===== src/rtl/fifo_rd_stream.sv =====
// fifo_rd_stream
// Read-side drain engine for the asynchronous FIFO. Lives entirely in the
// read clock domain. It pops words from the FIFO head with rinc whenever
// there is room in a 2-entry output buffer. Buffered words are presented as
// a valid/ready stream, with a frame-boundary marker and a delivered-word
// counter.
//
// Ports:
//   rclk      read-domain clock
//   rrst_n    asynchronous active-low reset
//   rdata     FIFO head word (valid combinationally while rempty=0)
//   rempty    FIFO empty flag
//   rinc      FIFO pop strobe (combinational from registered occupancy)
//   enable    1 = pops allowed; buffered words always drain
//   m_data    output stream data (head slot)
//   m_valid   output word valid (occupancy != 0)
//   m_ready   downstream accept
//   m_last    current output word closes a frame of FRAME_LEN words
//   rd_count  words accepted downstream, modulo 2^CNTW
module fifo_rd_stream #(
   parameter int DSIZE     = 8,
   parameter int FRAME_LEN = 4,
   parameter int CNTW      = 16
) (
   input  logic             rclk,
   input  logic             rrst_n,
   input  logic [DSIZE-1:0] rdata,
   input  logic             rempty,
   output logic             rinc,
   input  logic             enable,
   output logic [DSIZE-1:0] m_data,
   output logic             m_valid,
   input  logic             m_ready,
   output logic             m_last,
   output logic [CNTW-1:0]  rd_count
);

   localparam int FCW = (FRAME_LEN > 1) ? $clog2(FRAME_LEN) : 1;
   localparam logic [FCW-1:0] FRAME_LAST = FCW'(FRAME_LEN - 1);

   logic [DSIZE-1:0] head_r, tail_r, head_nxt_s, tail_nxt_s;
   logic [1:0]       occ_r, occ_nxt_s;
   logic [FCW-1:0]   frame_cnt_r, frame_cnt_nxt_s;
   logic [CNTW-1:0]  rd_count_r, rd_count_nxt_s;
   logic             pop_s;
   logic             hs_s;

   // The buffer logic uses the pop decision without rrst_n: while reset is
   // low every register is held cleared anyway. Only the strobe leaving the
   // block is gated, so the FIFO never sees a pop during reset.
   assign pop_s    = enable & ~rempty & (occ_r < 2'd2);
   assign rinc     = rrst_n & pop_s;
   assign m_valid  = (occ_r != 2'd0);
   assign hs_s     = m_valid & m_ready;
   assign m_data   = head_r;
   assign m_last   = m_valid & (frame_cnt_r == FRAME_LAST);
   assign rd_count = rd_count_r;

   // Buffer next state: slot steering and occupancy update.
   always_comb begin
      head_nxt_s = head_r;
      tail_nxt_s = tail_r;
      occ_nxt_s  = occ_r;
      case (occ_r)
         2'd0: begin
            if (pop_s) begin
               head_nxt_s = rdata;
               occ_nxt_s  = 2'd1;
            end else begin
               occ_nxt_s  = 2'd0;
            end
         end
         2'd1: begin
            if (pop_s && hs_s) begin
               // Head leaves and the new word takes its place in one cycle.
               head_nxt_s = rdata;
               occ_nxt_s  = 2'd1;
            end else if (pop_s) begin
               tail_nxt_s = rdata;
               occ_nxt_s  = 2'd2;
            end else if (hs_s) begin
               occ_nxt_s  = 2'd0;
            end else begin
               occ_nxt_s  = 2'd1;
            end
         end
         2'd2: begin
            // No pop is possible when full, so only a handshake moves state.
            if (hs_s) begin
               head_nxt_s = tail_r;
               occ_nxt_s  = 2'd1;
            end else begin
               occ_nxt_s  = 2'd2;
            end
         end
         default: begin
            occ_nxt_s = 2'd0;
         end
      endcase
   end

   // Frame position and delivered-word count advance on each handshake.
   always_comb begin
      frame_cnt_nxt_s = frame_cnt_r;
      rd_count_nxt_s  = rd_count_r;
      if (hs_s) begin
         rd_count_nxt_s = rd_count_r + CNTW'(1);
         if (frame_cnt_r == FRAME_LAST) begin
            frame_cnt_nxt_s = {FCW{1'b0}};
         end else begin
            frame_cnt_nxt_s = frame_cnt_r + FCW'(1);
         end
      end else begin
         frame_cnt_nxt_s = frame_cnt_r;
      end
   end

   // State registers; reset discards all buffered words and counts.
   always_ff @(posedge rclk or negedge rrst_n) begin
      if (!rrst_n) begin
         head_r      <= {DSIZE{1'b0}};
         tail_r      <= {DSIZE{1'b0}};
         occ_r       <= 2'd0;
         frame_cnt_r <= {FCW{1'b0}};
         rd_count_r  <= {CNTW{1'b0}};
      end else begin
         head_r      <= head_nxt_s;
         tail_r      <= tail_nxt_s;
         occ_r       <= occ_nxt_s;
         frame_cnt_r <= frame_cnt_nxt_s;
         rd_count_r  <= rd_count_nxt_s;
      end
   end

endmodule


===== config.mk =====
export PLATFORM = sky130hd
export DESIGN_NAME = fifo_rd_stream
export DESIGN_NICKNAME = d
export VERILOG_FILES = /design/src/rtl/fifo_rd_stream.sv
export SDC_FILE = /design/constraint.sdc
export NUM_CORES = 1
export LEC_CHECK = 0
export CAP_MARGIN = 25
export CORE_ASPECT_RATIO = 1.1
export CORE_MARGIN = 4
export CORE_UTILIZATION = 49
export CTS_CLUSTER_SIZE = 10
export DETAILED_ROUTE_END_ITERATION = 6
export GPL_ROUTABILITY_DRIVEN = 0
export GPL_TIMING_DRIVEN = 0
export PLACE_DENSITY = 0.86
export SYNTH_ARGS = -nofsm -noshare
export SYNTH_HDL_FRONTEND = slang
export SYNTH_SLANG_ARGS = --single-unit

===== constraint.sdc =====
create_clock -name rclk -period 1.8 [get_ports rclk]
set_input_delay 0.36 -clock rclk [delete_from_list [all_inputs] [get_ports rclk]]
set_output_delay 0.36 -clock rclk [all_outputs]
set_load 0.01 [all_outputs]

==> out/results.ini <==
[floorplan]
std_cell_rows = 21
pin_count = 40
start_util_pct = 52.5
die_x_um = 63.4
die_area_um2 = 4370
core_um2 = 3150
die-height_um = 68.9

[grt]
track_usage_pct = 18.0
grt_pass1_wl_um = 5910
grt-ovfl-total = 0
antenna_found_initial = 0
grt_max_degree = 37
grt_pass1_vias = 1287

[sta]
finClkSkew_ns = 0.00932
setup_viol = 0
finalCritPeriodShare_pct = 96.6
maxSlewHeadroom_pct = 74.6
fin_crit_ns = 1.74
tightest_slew_ns = 0.380
finalHoldViolCount = 0
rsz0062_at_grt = yes
finalSetupTns_ns = 0
finalMaxSlewViolations = 0
setup_ws_ns = 0.0612
fmax_ghz = 0.575

[setup_path]
crit_path_max_fanout = 9
timing.critical_path.mode_cell = buf_4
r2r_setup_slack_ns = 0.06
cpMaxStageDelayCell = dfrtp_2
worstReg2RegEnd = tail_r[5]$_DFFE_PN0P_
critPathRequiredTime_ns = 2.02
cp-start-kind = flip-flop
critPathKind = flip-flop to flip-flop
critical-path-max-stage-delay_ns = 0.40
reg2reg_depth = 7
arrival_ns = 1.96
r2r-start = occ_r[1]$_DFF_PN0_
crit_chain = buf_4 -> o21ai_4 -> buf_6 -> buf_4 -> ha_1 -> nand2_2 -> mux2_2
crit_family = flip-flops
endpoint_kind = flip-flop
critPathBufInv = 3

[clock_tree]
clock_sinks = 36
clock_latency_ns = 0.34
root_buffer = clkbuf_4
path_clk_slew_ns = 0.10
clk_path_buf_depth = 2
htreeDepth = 2
cts_inserted_buffers = 5
tritoncts = built

[routing]
drc = 0
drt-vias-per-instance = 5.31
wl_um = 3540
wl_per_cell_um = 16.4
drt_iter0_drc = 34
vias = 1146
drtAntennaViolNets = 0
first_pass_iters = 5

[finish]
drive_above_1_share_pct = 34.6
layout.cells.non_filler = 216
final_net_count = 199
diodes = 0
area_growth_pct = 37.2

[power_and_ir_drop]
p_per_area_nw_per_um2 = 1260
irDropWorstVdd_mv = 0.733
power_uw = 2870
p_leak_uw = 0.00102

[flow_run]
drv_cap = 0

[place]
pre_cts_slack_ns = -0.401
io_buffers = 39
hpwl_um = 2420
dp_cells = 198

[logic_synthesis]
syn_nets = 142
yosysWarnings = 0
avgSynthCellArea_um2 = 13.2
yosysTopAreaCell = dfrtp_1
netlist.area_leader.share_pct = 54.5
synthFlopType = dfrtp_1
synth_cell_type_count = 30
synth-edff-count = 0
synth.most_common_cell = dfrtp_1
syn_area_um2 = 1650
synth_top_cells_by_count = dfrtp_1, mux2_2, nand2_1
yosys_register_bits = 36
synthCells = 125
postSynth.asyncResetShare_pct = 100
seq_area_frac_synth_pct = 54.5
yosys-top-cells-area = dfrtp_1, mux2_2, xnor2_1, ha_1, nand2_1

[worst_hold_path]
worstHoldEndpoint = occ_r[1]$_DFF_PN0_
whs_path_depth = 2
hold_start = m_ready
hp-class = input pin to flip-flop

[outcome]
status = finished, final reports clean

## final cells by class
| class | instances | area [µm²] |
|---|---|---|
| Fill cell | 239 | 883 |
| Inverter | 2 | 7.51 |
| Tap cell | 34 | 42.5 |
| Sequential cell | 36 | 907 |
| Timing Repair Buffer | 50 | 492 |
| Buffer | 2 | 22.5 |
| Clock inverter | 1 | 5.00 |
| Clock buffer | 6 | 41.3 |
| Multi-Input combinational cell | 85 | 752 |
## flip-flops by register name, summed over array words and instances, names as in the netlist
register     count
frame_cnt_r      2
m_data           8
occ_r            2
rd_count        16
tail_r           8
## power breakdown
group,switching [µW],internal (µW)
clock,253,144
sequential,200,1090
combinational,477,706
total,930,1940
## routing by layer
layer  vias up  routed length, µm  global-route usage [%]
met5         -                  0                       0
met3         6                174                    6.48
met1       563               1460                    19.9
met4         0                 47                    6.47
li1        551                  -                       -
met2        26               1860                    32.3
## per-stage QoR
stage | area (µm²) | utilization (%) | hold WS [ns]
after floorplan | 1650 | - | 0.0644
after global placement | 2090 | 66.2 | 0.460
after detailed placement | 2080 | 66.0 | 0.468
after CTS | 2200 | 69.9 | 0.481
after global routing | 2270 | 72.0 | 0.358
final | 2270 | 72.0 | 0.368
## placed cells by master, fill, tap and decap left out, drive strengths merged, types with 2 or more instances in the layout
| cell | Yosys | layout |
|---|---|---|
| dfrtp | 36 | 36 |
| clkdlybuf4s50 | 0 | 34 |
| mux2 | 24 | 24 |
| buf | 2 | 15 |
| nand2 | 13 | 13 |
| xnor2 | 11 | 11 |
| clkbuf | 0 | 6 |
| nand4 | 5 | 5 |
| nand3 | 4 | 4 |
| xor2 | 4 | 4 |
| ha | 4 | 4 |
| o21ai | 4 | 4 |
| nor3 | 4 | 4 |
| and4 | 2 | 2 |
| inv | 2 | 2 |
| and2 | 2 | 2 |
## cells by family (layout without fill, tap and decap cells)
family / count (synthesis) / count (layout) / share of synthesized area [%]
and+or+nand+nor: 36 / 36 / 13.3
AOI/OAI and AO/OA: 6 / 6 / 2.87
buffers and inverters: 4 / 61 / 1.82
DFF: 36 / 36 / 54.5
muxes: 24 / 24 / 16.6
xor gates and xnor gates: 15 / 15 / 7.94
adders and majority gates: 4 / 4 / 3.03
## timing repair
item                       in CTS  in global routing
setup endpoints to repair       5                 13
hold endpoints to repair       36                  0
hold buffers                    2                  0
resized for setup              13                 13
pin swaps                       1                  5
setup buffers                   6                  3
cloned                          0                  0
## worst max-delay path by stage
stage                       startpoint                    end  slack (ns)  depth (start not counted)
finish              occ_r[1]$_DFF_PN0_  tail_r[5]$_DFFE_PN0P_        0.06                          7
global route        occ_r[1]$_DFF_PN0_                   rinc       -0.01                          4
CTS                 occ_r[0]$_DFF_PN0_  m_data[1]$_DFFE_PN0P_        0.02                          8
detailed placement              rrst_n                   rinc       -0.40                          3
global placement                rrst_n                   rinc       -1.39                          3
floorplan           occ_r[0]$_DFF_PN0_  m_data[0]$_DFFE_PN0P_        0.19                          7
No activity file was read; power rests on OpenSTA's default activity.
